--- src/rtl/sub_vech_detect.sv ---
// Sub-road vehicle detector: synchronises and debounces the loop sensor, counts waiting
// vehicles, drains them on sub-road GREEN and raises the request for sig_control.
module sub_vech_detect #(
  parameter int DEBOUNCE_CYCLES = 4,
  parameter int CNT_W           = 4,
  parameter int DEPART_CYCLES   = 6,
  parameter int STUCK_CYCLES    = 64
) (
  input  logic             CLOCK,
  input  logic             CLEAR,
  input  logic             SENSOR_RAW,
  input  logic [1:0]       SUB_SIG,
  output logic             VECH_AT_SUB_SIG,
  output logic [CNT_W-1:0] VECH_COUNT,
  output logic             VECH_EVENT,
  output logic             OVERFLOW,
  output logic             FAULT
);

  localparam int DEB_W = $clog2(DEBOUNCE_CYCLES) + 1;
  localparam int DEP_W = $clog2(DEPART_CYCLES) + 1;
  localparam int ST_W  = $clog2(STUCK_CYCLES) + 1;

  localparam logic [DEB_W-1:0] DEB_MAX  = DEB_W'(DEBOUNCE_CYCLES);
  localparam logic [DEB_W-1:0] DEB_ONE  = DEB_W'(1'b1);
  localparam logic [DEP_W-1:0] DEP_LAST = DEP_W'(DEPART_CYCLES - 1);
  localparam logic [DEP_W-1:0] DEP_ONE  = DEP_W'(1'b1);
  localparam logic [ST_W-1:0]  ST_MAX   = ST_W'(STUCK_CYCLES);
  localparam logic [ST_W-1:0]  ST_ONE   = ST_W'(1'b1);
  localparam logic [CNT_W-1:0] CNT_MAX  = {CNT_W{1'b1}};
  localparam logic [CNT_W-1:0] CNT_ONE  = CNT_W'(1'b1);

  typedef enum logic [1:0] {
    IDLE    = 2'd0,
    PRESENT = 2'd1,
    STUCK   = 2'd2
  } state_t;

  logic             sync1_r, sync2_r, filt_r;
  logic [DEB_W-1:0] deb_cnt_r;
  state_t           state_r;
  logic [ST_W-1:0]  stuck_cnt_r;
  logic [DEP_W-1:0] dis_cnt_r;
  logic [CNT_W-1:0] count_r;
  logic             event_r, ovf_r, fault_r, req_r;

  logic             arrival_s, stuck_hit_s, fault_nxt_s;
  logic             green_s, depart_s, ovf_nxt_s, req_nxt_s;
  logic [DEP_W-1:0] dis_nxt_s;
  logic [CNT_W-1:0] count_nxt_s;

  // Two-flop synchroniser followed by the disagreement-counting debounce filter
  always_ff @(posedge CLOCK or negedge CLEAR) begin
    if (!CLEAR) begin
      sync1_r   <= 1'b0;
      sync2_r   <= 1'b0;
      filt_r    <= 1'b0;
      deb_cnt_r <= '0;
    end else begin
      sync1_r <= SENSOR_RAW;
      sync2_r <= sync1_r;
      if (sync2_r == filt_r) begin
        deb_cnt_r <= '0;
      end else if (deb_cnt_r + DEB_ONE == DEB_MAX) begin
        filt_r    <= ~filt_r;
        deb_cnt_r <= '0;
      end else begin
        deb_cnt_r <= deb_cnt_r + DEB_ONE;
      end
    end
  end

  // Sensor FSM decode: arrival on IDLE->PRESENT, fault held for the whole STUCK period
  always_comb begin
    arrival_s   = (state_r == IDLE) && filt_r;
    stuck_hit_s = (state_r == PRESENT) && filt_r && (stuck_cnt_r + ST_ONE == ST_MAX);
    case (state_r)
      STUCK:   fault_nxt_s = filt_r;
      PRESENT: fault_nxt_s = stuck_hit_s;
      default: fault_nxt_s = 1'b0;
    endcase
  end

  // Sensor FSM with stuck counter and registered event/fault outputs
  always_ff @(posedge CLOCK or negedge CLEAR) begin
    if (!CLEAR) begin
      state_r     <= IDLE;
      stuck_cnt_r <= '0;
      event_r     <= 1'b0;
      fault_r     <= 1'b0;
    end else begin
      event_r <= arrival_s;
      fault_r <= fault_nxt_s;
      case (state_r)
        IDLE: begin
          stuck_cnt_r <= '0;
          if (filt_r) begin
            state_r <= PRESENT;
          end else begin
            state_r <= IDLE;
          end
        end
        PRESENT: begin
          if (!filt_r) begin
            state_r     <= IDLE;
            stuck_cnt_r <= '0;
          end else if (stuck_hit_s) begin
            state_r     <= STUCK;
            stuck_cnt_r <= '0;
          end else begin
            stuck_cnt_r <= stuck_cnt_r + ST_ONE;
          end
        end
        STUCK: begin
          stuck_cnt_r <= '0;
          if (!filt_r) begin
            state_r <= IDLE;
          end else begin
            state_r <= STUCK;
          end
        end
        default: begin
          state_r     <= IDLE;
          stuck_cnt_r <= '0;
        end
      endcase
    end
  end

  // Discharge timer and waiting-count update; arrival and departure on one edge cancel out
  always_comb begin
    green_s     = (SUB_SIG == 2'd2);
    depart_s    = 1'b0;
    dis_nxt_s   = '0;
    count_nxt_s = count_r;
    ovf_nxt_s   = ovf_r;
    if (green_s && (count_r != '0)) begin
      if (dis_cnt_r == DEP_LAST) begin
        dis_nxt_s = '0;
        depart_s  = 1'b1;
      end else begin
        dis_nxt_s = dis_cnt_r + DEP_ONE;
      end
    end else begin
      dis_nxt_s = '0;
    end
    if (arrival_s && !depart_s) begin
      if (count_r == CNT_MAX) begin
        ovf_nxt_s = 1'b1;
      end else begin
        count_nxt_s = count_r + CNT_ONE;
      end
    end else if (depart_s && !arrival_s) begin
      count_nxt_s = count_r - CNT_ONE;
    end else begin
      count_nxt_s = count_r;
    end
    req_nxt_s = (count_nxt_s != '0) || fault_nxt_s;
  end

  // Count, overflow, discharge timer and request registers
  always_ff @(posedge CLOCK or negedge CLEAR) begin
    if (!CLEAR) begin
      dis_cnt_r <= '0;
      count_r   <= '0;
      ovf_r     <= 1'b0;
      req_r     <= 1'b0;
    end else begin
      dis_cnt_r <= dis_nxt_s;
      count_r   <= count_nxt_s;
      ovf_r     <= ovf_nxt_s;
      req_r     <= req_nxt_s;
    end
  end

  assign VECH_AT_SUB_SIG = req_r;
  assign VECH_COUNT      = count_r;
  assign VECH_EVENT      = event_r;
  assign OVERFLOW        = ovf_r;
  assign FAULT           = fault_r;

endmodule

--- config.mk ---
export PLATFORM = sky130hd
export DESIGN_NAME = sub_vech_detect
export DESIGN_NICKNAME = d
export VERILOG_FILES = /design/src/rtl/sub_vech_detect.sv
export SDC_FILE = /design/constraint.sdc
export NUM_CORES = 1
export LEC_CHECK = 0
export CAP_MARGIN = 10
export CELL_PAD_IN_SITES_DETAIL_PLACEMENT = 1
export CELL_PAD_IN_SITES_GLOBAL_PLACEMENT = 2
export CORE_MARGIN = 1
export CORE_UTILIZATION = 41
export DETAILED_ROUTE_END_ITERATION = 12
export DONT_BUFFER_PORTS = 1
export HOLD_SLACK_MARGIN = 0.02
export PLACE_DENSITY_LB_ADDON = 0.1
export SLEW_MARGIN = 15
export SYNTH_ARGS = -nofsm -noshare
export SYNTH_HDL_FRONTEND = slang
export SYNTH_SLANG_ARGS = --single-unit
--- constraint.sdc ---
create_clock -name CLOCK -period 2.69 [get_ports CLOCK]
set_clock_uncertainty 0.05 [all_clocks]
set_input_delay 0 -clock CLOCK [delete_from_list [all_inputs] [get_ports CLOCK]]
set_output_delay 0 -clock CLOCK [all_outputs]
set_load 0.05 [all_outputs]
==> results.md <==
Detailed routing:
- The remaining design rule violation count is 0.
- The count of TritonRoute iterations in the first routing pass is 4.
- After detailed routing, the average wire length per cell comes to 15.43 µm.
- The detailed router finished its first iteration with 35 violations.
- The via count of the routed design is 998.
- The count of nets left with antenna violations once routing finished came out at 0.
- Dividing the detail-routed via count by the number of cells gives 5.309.
- The final layout contains routed wiring with a total length of 2900 µm.

Logic synthesis:
- The number of nets in the synthesized netlist is 152.
- After synthesis, the mean cell area works out to 11.08 µm².
- After synthesis the netlist holds a flip-flop and latch count of 27.
- The post-synthesis cell count is 135.
- Among all flip-flop cells after synthesis, the most frequent one is sky130_fd_sc_hd__dfrtp_1.
- The synthesized design contains 0 enable-type register cells.
- The number of warnings issued by yosys is 0.
- Counting instances in the post-synthesis netlist gives the leading cell types as sky130_fd_sc_hd__dfrtp_1 (27), sky130_fd_sc_hd__ha_1 (12), sky130_fd_sc_hd__nor2_1 (11).
- The share of Yosys cell area claimed by the top area cell type is 45.15%.
- The cell with the most instances after synthesis is sky130_fd_sc_hd__dfrtp_1.
- The async set or reset register ratio after synthesis is 100.0%.
- The library cell occupying the most area in the post-synthesis netlist is sky130_fd_sc_hd__dfrtp_1.
- The sequential cell area fraction in the yosys report is 45.15%.
- Ranked by total cell area, the synthesized netlist is headed by sky130_fd_sc_hd__dfrtp_1 (45%), sky130_fd_sc_hd__ha_1 (10%), sky130_fd_sc_hd__xnor2_1 (3.5%), sky130_fd_sc_hd__xor2_1 (2.9%), sky130_fd_sc_hd__nor2_1 (2.8%).
- After synthesis the cells add up to 1496 µm².
- The number of unique standard cell types used by synthesis is 48.

Place:
- The HPWL after detailed placement is 2135 µm.
- The placer's final routability congestion estimate is 0.8214.
- Summing all placed instances gives a cell area of 1548 µm².
- The number of placed instances, taps included, is 180.
- Buffers placed on the I/O ports in this run total 0.

Worst setup path:
- Walking the worst path, the cells encountered are inv_1 > ha_1 > or3b_4 > nand3_4 > mux2_1 > mux2_4 > or4b_1.
- The critical path in this run is classified as flip-flop to flip-flop.
- The delay of the slowest cell on the worst path is 460 ps.
- Along the worst path, the maximum fanout reaches 8.
- STA puts the critical path data required time at 2870 ps.
- On the critical path the largest part of the delay comes from simple AND/OR/NAND/NOR gates.
- In this run the worst setup path begins at VECH_COUNT[1]$_DFF_PN0_.
- The launch point of the worst reg-to-reg path is VECH_COUNT[1]$_DFF_PN0_.
- The combined buffer and inverter count along the critical path is 1.
- The data arrival at the endpoint of the critical path is 2650 ps.
- The kind of capture point of the worst setup path is a flip-flop.
- On the critical path, the stage with the largest delay is an instance of sky130_fd_sc_hd__or4b_1.
- The worst setup path is launched from a flip-flop.

Clock tree:
- The total of cells resized after clock tree synthesis is 0.
- For this design, the CTS-stage hold fixing added 4 buffers.
- The clock latency at the later pin of the worst-skew pair is 340 ps.
- The number of sinks handled by clock tree synthesis is 27.
- The cell sitting at the root of the clock tree is a sky130_fd_sc_hd__clkbuf_4.
- The clock tree buffer depth is 2.
- The number of buffers created by CTS is 3.
- The depth of the CTS H-tree is 1.
- The clock tree from TritonCTS is yes.
- After clock tree synthesis, the clock-pin slew on the worst setup and hold paths is 150 ps.
- The number of post-CTS setup repair buffers is 0.

Status:
- The flow ran to the end, and the final reports show no timing, DRC or antenna violations.

Hold path:
- The path class of the tightest hold or removal check is input pin to flip-flop.
- The worst hold path begins at SUB_SIG[1].

Floorplan:
- The total area inside the core boundary comes to 3416 µm².
- From left edge to right edge, the die measures 62.42 µm.
- Once the floorplan was initialized, standard cells occupied 43.81% of the core.
- The total number of placement rows is 21.
- The die height is 62.42 µm.
- The number of top-level pins is 13.
- The total die area is 3896 µm².

Final layout:
- The fill cell total of the finished layout is 380.
- The area growth from synthesis to layout is 9.448%.
- The repair_antennas step left the layout with diodes totalling 0.
- The ratio of cells with drive above 1 in the final layout is 17.61%.
- The count of cells in the finished layout, fillers not included, comes to 188.
- The post-route standard cell area excluding fillers is 1638 µm².
- Summing all flip-flop and latch instances after layout gives 675.6 µm².
- The total area of multi-input combinational cells is 758.2 µm².
- The final layout contains 160 nets.

Pwr:
- The cell leakage power is 0.7445 nW.
- The power density over the cells is 775.9 nW/µm².
- The peak supply drop is 550.5 µV.

Timing:
- The final max-slew violation count came to 0.
- The final hold violation count is 0.
- The smallest clock period supported by the final layout is computed as 2463 ps.
- Setup repair after global routing left no endpoint under its margin.
- Setup violations remaining at the end of the flow were counted as 0.
- For the pin with the worst max-slew slack, the measured transition is 467.9 ps.
- In this run the tightest slew margin relative to its limit is 68.81%.
- Timing would allow up to 406.0 MHz.
- The worst path uses 91.56% of the clock period.
- Adding up every negative setup slack in the final design gives 0 ps.

Global route:
- The first global-routing pass estimated 5175 µm of wire.
- The initial antenna violation count is 0.
- The total global routing track utilization is 16.89%.
- The number of global-route vias before repair is 1073.
- Entering global routing, the biggest net connects 28 pins.
- Global routing finished with a remaining overflow of 0.

Run:
- Across the run, the number of max-cap violations was 0.
==> kinds of logic (layout without fill, tap and decap cells) <==
| group | after synthesis | count (layout) | synth area share [%] |
|---|---|---|---|
| AOI/OAI and AO/OA | 17 | 17 | 9.030 |
| muxes | 6 | 6 | 4.598 |
| adders and majority gates | 12 | 12 | 10.03 |
| xor gates and xnor gates | 11 | 11 | 6.438 |
| buffers and inverters | 12 | 19 | 4.180 |
| and+or+nand+nor | 50 | 50 | 20.57 |
| DFF | 27 | 27 | 45.15 |
==> sequential cells by signal, indices dropped and copies added (netlist names), 2 cells and up <==
signal / count
deb_cnt_r: 3
dis_cnt_r: 4
stuck_cnt_r: 7
state_r: 2
VECH_COUNT: 4
==> worst paths after layout <==
path | to | slack (ps) | depth (start not counted)
max | VECH_AT_SUB_SIG$_DFF_PN0_ | 230 | 7
min | dis_cnt_r[1]$_DFF_PN0_ | 50 | 3
max reg2reg | VECH_AT_SUB_SIG$_DFF_PN0_ | 230 | 7
min reg2reg | sync2_r$_DFF_PN0_ | 330 | 0
max in group asynchronous | VECH_COUNT[2]$_DFF_PN0_ | 2310 | 3
min in group asynchronous | deb_cnt_r[0]$_DFF_PN0_ | 130 | 3
==> cell type report <==
class                   instances  area share [%]
repair buffers                  8           5.500
clock buffers                   3           1.375
clock inverters                 1          0.4584
well taps                      46           3.514
multi-input cells              96           46.29
flip-flops and latches         27           41.25
inverters                       7           1.604
==> power by group <==
group          leakage, nW  total (mW)  switching [mW]  internal (mW)
clock               0.0139       0.188           0.131         0.0571
combinational        0.372       0.503           0.300          0.204
sequential           0.358       0.580           0.102          0.478
total                0.745        1.27           0.532          0.739
==> worst register-to-register path: stages, from the launching register on <==
cell	delay [ps]
sky130_fd_sc_hd__dfrtp_1	410
sky130_fd_sc_hd__inv_1	70
sky130_fd_sc_hd__ha_1	190
sky130_fd_sc_hd__or3b_4	420
sky130_fd_sc_hd__nand3_4	140
sky130_fd_sc_hd__mux2_1	340
sky130_fd_sc_hd__mux2_4	270
sky130_fd_sc_hd__or4b_1	460
==> cells in the final DEF (no fill, tap or decap), types with 3 or more instances in the layout <==
cell,instances
sky130_fd_sc_hd__dfrtp_1,27
sky130_fd_sc_hd__ha_1,12
sky130_fd_sc_hd__nor2_1,11
sky130_fd_sc_hd__nand2_1,7
sky130_fd_sc_hd__inv_1,6
sky130_fd_sc_hd__nand3_1,6
sky130_fd_sc_hd__xnor2_1,6
sky130_fd_sc_hd__xor2_1,5
sky130_fd_sc_hd__nor3b_1,4
sky130_fd_sc_hd__buf_4,4
sky130_fd_sc_hd__nor4_1,3
sky130_fd_sc_hd__clkbuf_4,3
==> per-layer routing <==
| metal | vias to the layer above | GRT usage, % | wire length (µm) |
|---|---|---|---|
| li1 | 492 | - | - |
| met1 | 487 | 21.60 | 1375 |
| met2 | 14 | 28.53 | 1404 |
| met3 | 5 | 4.015 | 86 |
| met4 | 0 | 4.360 | 33 |
| met5 | - | 0 | 0 |
==> stage by stage <==
stage	power (mW)	utilization, %	setup WS, ps	hold slack [ps]
5_1_grt	1.361	47.95	105.1	47.06
2_1_floorplan	0.9683	-	52.48	-345.6
4_1_cts	1.285	47.95	214.4	37.98
3_5_place_dp	1.073	45.31	230.3	-344.7
6_report	1.271	47.95	227.1	48.45
3_3_place_gp	1.053	45.31	308.1	-345.0
(Power assumes the default switching activity.)
